`src/rtl/async_fifo_pkg.sv`:
```
// Shared constants and Gray-code helpers for the FIFO template.
package async_fifo_pkg;

    localparam int AW_DEF = 4;
    localparam int DEPTH  = 1 << AW_DEF;

    function automatic logic [31:0] bin2gray(input logic [31:0] bin);
        return bin ^ (bin >> 1);
    endfunction

    function automatic logic [31:0] gray2bin(input logic [31:0] gray);
        logic [31:0] bin;
        bin[31] = gray[31];
        for (int i = 30; i >= 0; i--) begin
            bin[i] = bin[i+1] ^ gray[i];
        end
        return bin;
    endfunction

endpackage

```
`src/rtl/fifo_ptr_sync.sv`:
```
// Gray-pointer delay line of SYNC_STAGES flops; flush clears every stage synchronously.
module fifo_ptr_sync #(
    parameter int WIDTH       = 5,
    parameter int SYNC_STAGES = 2
) (
    input  logic             clk,
    input  logic             rst,
    input  logic             flush,
    input  logic [WIDTH-1:0] d,
    output logic [WIDTH-1:0] q
);

    logic [WIDTH-1:0] stage_q [SYNC_STAGES];
    logic [WIDTH-1:0] stage_d [SYNC_STAGES];

    always_comb begin
        for (int i = 0; i < SYNC_STAGES; i++) begin
            stage_d[i] = '0;
        end
        if (!flush) begin
            stage_d[0] = d;
            for (int i = 1; i < SYNC_STAGES; i++) begin
                stage_d[i] = stage_q[i-1];
            end
        end
    end

    always_ff @(posedge clk or posedge rst) begin
        if (rst) begin
            for (int i = 0; i < SYNC_STAGES; i++) begin
                stage_q[i] <= '0;
            end
        end else begin
            for (int i = 0; i < SYNC_STAGES; i++) begin
                stage_q[i] <= stage_d[i];
            end
        end
    end

    assign q = stage_q[SYNC_STAGES-1];

endmodule

```
`src/rtl/async_fifo_tmpl.sv`:
```
// Single-clock FIFO keeping the dual-clock Gray-pointer structure and flag latency.
// Optional sticky error outputs are enabled with ASYNC_FIFO_ERR_FLAGS_EN.
module async_fifo_tmpl
    import async_fifo_pkg::*;
#(
    parameter int DW          = 8,
    parameter int AW          = AW_DEF,
    parameter int SYNC_STAGES = 2
) (
    input  logic          clk,
    input  logic          rst,
    input  logic          wr_sw_rst,
    input  logic [DW-1:0] i_wr_data,
    input  logic          i_wr_valid,
    output logic          o_wr_fifo_full,
    input  logic          rd_sw_rst,
    input  logic          i_rd_en,
    output logic [DW-1:0] o_rd_data,
    output logic          o_rd_valid,
    output logic          o_rd_fifo_empty
`ifdef ASYNC_FIFO_ERR_FLAGS_EN
    ,
    output logic          o_wr_overflow,
    output logic          o_rd_underflow
`endif
);

    localparam int PW        = AW + 1;
    localparam int MEM_DEPTH = 1 << AW;

    logic [DW-1:0] mem [MEM_DEPTH];

    logic [PW-1:0] wr_bin_q, wr_bin_d, wr_gray_q, wr_gray_d;
    logic [PW-1:0] rd_bin_q, rd_bin_d, rd_gray_q, rd_gray_d;
    logic [DW-1:0] rd_data_q, rd_data_d;
    logic          rd_valid_q, rd_valid_d;
    logic [PW-1:0] wr_gray_sync, rd_gray_sync;
    logic          flush, full, empty, wr_accept, rd_accept;

    always_comb begin
        flush     = wr_sw_rst | rd_sw_rst;
        empty     = (rd_gray_q == wr_gray_sync);
        // Full when the write pointer is a whole lap ahead: top two Gray bits inverted.
        full      = (wr_gray_q == {~rd_gray_sync[AW:AW-1], rd_gray_sync[AW-2:0]});
        wr_accept = i_wr_valid & ~full;
        rd_accept = i_rd_en & ~empty;

        wr_bin_d   = wr_bin_q + PW'(wr_accept);
        rd_bin_d   = rd_bin_q + PW'(rd_accept);
        rd_data_d  = rd_accept ? mem[rd_bin_q[AW-1:0]] : rd_data_q;
        rd_valid_d = rd_accept;

        if (flush) begin
            wr_bin_d   = '0;
            rd_bin_d   = '0;
            rd_data_d  = '0;
            rd_valid_d = 1'b0;
        end

        wr_gray_d = PW'(bin2gray(32'(wr_bin_d)));
        rd_gray_d = PW'(bin2gray(32'(rd_bin_d)));
    end

    always_ff @(posedge clk or posedge rst) begin
        if (rst) begin
            wr_bin_q   <= '0;
            wr_gray_q  <= '0;
            rd_bin_q   <= '0;
            rd_gray_q  <= '0;
            rd_data_q  <= '0;
            rd_valid_q <= 1'b0;
        end else begin
            wr_bin_q   <= wr_bin_d;
            wr_gray_q  <= wr_gray_d;
            rd_bin_q   <= rd_bin_d;
            rd_gray_q  <= rd_gray_d;
            rd_data_q  <= rd_data_d;
            rd_valid_q <= rd_valid_d;
        end
    end

    // Storage is deliberately not reset; pointers alone define validity.
    always_ff @(posedge clk) begin
        if (wr_accept && !flush) begin
            mem[wr_bin_q[AW-1:0]] <= i_wr_data;
        end
    end

    fifo_ptr_sync #(
        .WIDTH       (PW),
        .SYNC_STAGES (SYNC_STAGES)
    ) u_wr2rd_sync (
        .clk   (clk),
        .rst   (rst),
        .flush (flush),
        .d     (wr_gray_q),
        .q     (wr_gray_sync)
    );

    fifo_ptr_sync #(
        .WIDTH       (PW),
        .SYNC_STAGES (SYNC_STAGES)
    ) u_rd2wr_sync (
        .clk   (clk),
        .rst   (rst),
        .flush (flush),
        .d     (rd_gray_q),
        .q     (rd_gray_sync)
    );

    assign o_wr_fifo_full  = full;
    assign o_rd_fifo_empty = empty;
    assign o_rd_data       = rd_data_q;
    assign o_rd_valid      = rd_valid_q;

`ifdef ASYNC_FIFO_ERR_FLAGS_EN
    logic overflow_q, overflow_d, underflow_q, underflow_d;

    always_comb begin
        overflow_d  = overflow_q  | (i_wr_valid & full);
        underflow_d = underflow_q | (i_rd_en & empty);
        if (flush) begin
            overflow_d  = 1'b0;
            underflow_d = 1'b0;
        end
    end

    always_ff @(posedge clk or posedge rst) begin
        if (rst) begin
            overflow_q  <= 1'b0;
            underflow_q <= 1'b0;
        end else begin
            overflow_q  <= overflow_d;
            underflow_q <= underflow_d;
        end
    end

    assign o_wr_overflow  = overflow_q;
    assign o_rd_underflow = underflow_q;
`endif

endmodule

```
`config.mk`:
```
export PLATFORM = sky130hd
export DESIGN_NAME = async_fifo_tmpl
export DESIGN_NICKNAME = d
export VERILOG_FILES = /design/src/rtl/async_fifo_pkg.sv /design/src/rtl/fifo_ptr_sync.sv /design/src/rtl/async_fifo_tmpl.sv
export SDC_FILE = /design/constraint.sdc
export NUM_CORES = 1
export LEC_CHECK = 0
export CAP_MARGIN = 20
export CORE_ASPECT_RATIO = 0.6
export CORE_UTILIZATION = 40
export CTS_BUF_LIST = sky130_fd_sc_hd__clkbuf_4 sky130_fd_sc_hd__clkbuf_8
export DETAILED_ROUTE_END_ITERATION = 8
export PLACE_DENSITY = 0.65
export SLEW_MARGIN = 10
export SYNTH_ARGS = -nofsm -noshare
export SYNTH_HDL_FRONTEND = slang
export SYNTH_SLANG_ARGS = --single-unit
```
`constraint.sdc`:
```
create_clock -name clk -period 5.45 [get_ports clk]
set_clock_uncertainty 0.05 [all_clocks]
set_input_delay 0.545 -clock clk [delete_from_list [all_inputs] [get_ports clk]]
set_output_delay 0.545 -clock clk [all_outputs]
set_load 0.005 [all_outputs]
```
==> impl_results.md <==
- Hold Path Sink: u_wr2rd_sync.q[0]
- Cell count after synthesis: between 300 and 400
- Initial DRC count: about 270
- Synth Flop Type: edfxtp_1
- Cts repair resizes: 0
- First-pass GRT wire length: a little over 20000 microns
- Type of origin of the critical path: primary input
- Cell family with most CP delay: simple AND/OR/NAND/NOR gates
- Leak Pwr: 2.69 nW
- Root buffer selected by CTS: clkbuf_8
- Num CTS Buffers: 17
- Hold Crit Depth: 1
- Async SR Flop Fraction: between 20% and 30%
- Post-synth top area cell: edfxtp_1
- Reg2Reg Launch Point: wr_gray_q[2]
- Reg-to-reg critical path endpoint: mem[11][6]
- Ranking of synthesized cells by area: edfxtp_1 (57%), dfrtp_1 (17%), mux4_2 (11%)
- CP Cell Sequence: clkdlybuf4s50_1, or2_1, a311o_1, or3b_4, nor2_1
- Slowest CP cell: nor2_1
- Most frequent cell after synthesis: edfxtp_1
- Die Y-Extent: around 100 microns
- Switching Fraction: a little under a quarter
- Sequential share of power: 61.2%
- Psw: about 0.56 mW
- Worst EP required: between 5 and 6 ns
- Total gr overflow: 0
- Number of synthesized flops with an enable pin: roughly 130
- Io pins: 25
- Maximum capacitance violations: 0
- Seq/Total Area, Yosys: between 70% and 80%
- Vias in the first global route: 3318
- Total number of vias: 3314
- GPL Wtd Cong: 0.784
- Die width: 170 microns
- DP Wirelength: roughly 9100 microns
- Post-DR vias/cell: between 5 and 6
- Wire per inst: 21.3 microns
- Max IR drop VDD: 0.000128 V
- FMAX: about 340 MHz
- Worst-Skew Late Latency: between 0.4 and 0.5 ns
- Worst-path fanout max: 10
- Ant diodes: 0
- PwrDens: ~310 mW/mm^2
- WP buf/inv: 1
- Cell Area, Synth: ~0.0067 sq mm
- Share of cells above drive strength 1: between 10% and 20%
- # clock sinks: around 180
- Syn. warnings: 0
- Min-delay worst type: register to register
- Crit path launch: rd_sw_rst
- CP Capture Type: register
- Critical Path AT: about 3.0 ns
- Synth Register Bits: 175
- Post-synth top area share: 57.0%
- Reg-to-reg slack, setup: 2.77 ns
- Postcts setup bufs: 0
- Remaining DRCs: 0
- Crit Path Category: primary input to register
- RSZ-0062 raised after global routing: no
- FP Rows: 36
- Gate power share: roughly 2.3%
- Initial core utilization: between 40% and 50%
- Fin Hold WS: 0.403 ns
- Port bufs: 24
- Cell variety after synth: 29
- Largest net degree at the start of global routing: 48
- Antenna-violating nets left: 0
- Slew @ Worst Pin: about 0.94 ns
- Tcrit/Tclk final: 53.8%
- Die area: about 0.017 sq mm
- Core box area: 0.0164 sq mm
- R2R depth: 5
- Drt first pass iters: 4
- Max clock buf depth: 2
- HP Start: u_wr2rd_sync.stage_q[5]
- Hold Buf Count CTS: 0
- Fin. Hold Viols: 0
- Mean Syn Cell Area: around 19 sq um
- Status: finished clean
- Initial antenna violation count: 0
- Final nets: about 420
- Synth top cells by count: edfxtp_1 (128), dfrtp_1 (47), mux4_2 (32), and2_1 (27), nor2_1 (17)
- Worst rel slew slack: 36.8%
- Syn_nets: between 300 and 400
- Area delta synth->final: 13.5%
- P_int: roughly 1.8 mW
- Min Tclk post-route: 2.93 ns
- Max stage delay on crit path: roughly 0.62 ns
- DRT Wirelength: between 10000 and 15000 microns
- Gr usage total: around 17%
- Slew Viols, Final: 0
- Design Power: about 2.3 mW
- H-tree depth: 4
- Final setup violation count: 0
- CTS clk-pin slew, worst paths: ~0.1 ns
- Setup TNS: 0 ns
- CTS tree: yes
- Clock power share: approximately 37%
## worst max path at each step
stage / end / slack (ns) / cells past startpoint
after global placement: mem[0][2] / 1.88 / 5
after CTS: mem[0][6] / 2.26 / 5
after detailed placement: mem[0][4] / 1.78 / 5
final: mem[11][6] / 2.52 / 5
after floorplan: mem[0][0] / 2.71 / 6
after global routing: mem[11][5] / 2.44 / 5
## stage by stage
| stage | setup slack (ns) | util [%] | cells | cell area [sq um] |
|---|---|---|---|---|
| floorplan | 2.71 | - | 363 | 6740 |
| global placement | 1.88 | 44.3 | 606 | 7240 |
| detailed placement | 1.78 | 44.3 | 606 | 7240 |
| CTS | 2.26 | 46.6 | 638 | 7630 |
| global route | 2.44 | 46.8 | 639 | 7650 |
| finish | 2.52 | 46.8 | 639 | 7650 |
## state kept, by name, indices dropped and copies added, names as in the netlist
| register | flops |
|---|---|
| mem | 128 |
| o_rd_data | 8 |
| o_rd_valid | 1 |
| rd_bin_q | 5 |
| rd_gray_q | 4 |
| u_rd2wr_sync.q | 5 |
| u_rd2wr_sync.stage_q | 5 |
| u_wr2rd_sync.q | 5 |
| u_wr2rd_sync.stage_q | 5 |
| wr_bin_q | 5 |
| wr_gray_q | 4 |
## placed cells by master, fill, tap and decap left out, types with 2 or more instances in the layout
| master | count |
|---|---|
| nor3_1 | 6 |
| and2_1 | 27 |
| ha_1 | 4 |
| clkdlybuf4s50_1 | 24 |
| nor2b_1 | 2 |
| buf_4 | 7 |
| a22oi_1 | 16 |
| inv_1 | 3 |
| dfrtp_1 | 46 |
| nor3_2 | 4 |
| edfxtp_1 | 128 |
| clkinv_4 | 5 |
| xor2_1 | 12 |
| inv_6 | 3 |
| nand2_1 | 13 |
| inv_4 | 2 |
| xnor2_1 | 11 |
| nand3_1 | 5 |
| clkinv_8 | 2 |
| mux4_2 | 32 |
| or2b_1 | 2 |
| nor2_1 | 17 |
| clkbuf_8 | 17 |
| inv_8 | 3 |
| a22o_1 | 8 |
## power by group through the flow
stage          clock network, mW  logic (mW)  registers [mW]
2_1_floorplan                  0      0.0224            1.47
4_1_cts                    0.876      0.0544            1.44
3_3_place_gp                   0      0.0523            1.47
5_1_grt                    0.927      0.0590            1.44
6_report                   0.857      0.0531            1.44
3_5_place_dp                   0      0.0543            1.47
## per-layer routing
| metal | up-vias | global-route usage, % | wire, microns |
|---|---|---|---|
| li1 | 1470 | - | - |
| met1 | 1727 | 26.4 | 6840 |
| met2 | 107 | 22.5 | 5620 |
| met3 | 10 | 5.37 | 1070 |
| met4 | 0 | 4.99 | 93 |
| met5 | - | 0 | 0 |
## cell families (layout without fill, tap and decap cells)
family	count (synthesis)	after routing	synth area share [%]
flops	175	175	74.5
simple gates	82	82	6.48
mux	32	32	10.7
compound gates	27	27	3.18
xor+xnor	23	23	2.99
buf+inv	20	68	1.41
fa+ha+maj	4	4	0.743
## worst register-to-register path: cells and delay by family (launching register included)
family	cells	cell delay, ns
XOR/XNOR	1	0.18
AND/OR/NAND/NOR	3	1.23
AO/OA/AOI/OAI	1	0.46
flip-flops	1	0.39
## cell type report
type | instances | area [sq um]
Inverter | 4 | 15.0
Fill cell | 1386 | 8700
Multi-Input combinational cell | 168 | 1640
Sequential cell | 175 | 5020
Clock buffer | 17 | 234
Clock inverter | 15 | 149
Tap cell | 228 | 285
Timing Repair Buffer | 32 | 298
Note: power is estimated with default switching activity, not from simulation.
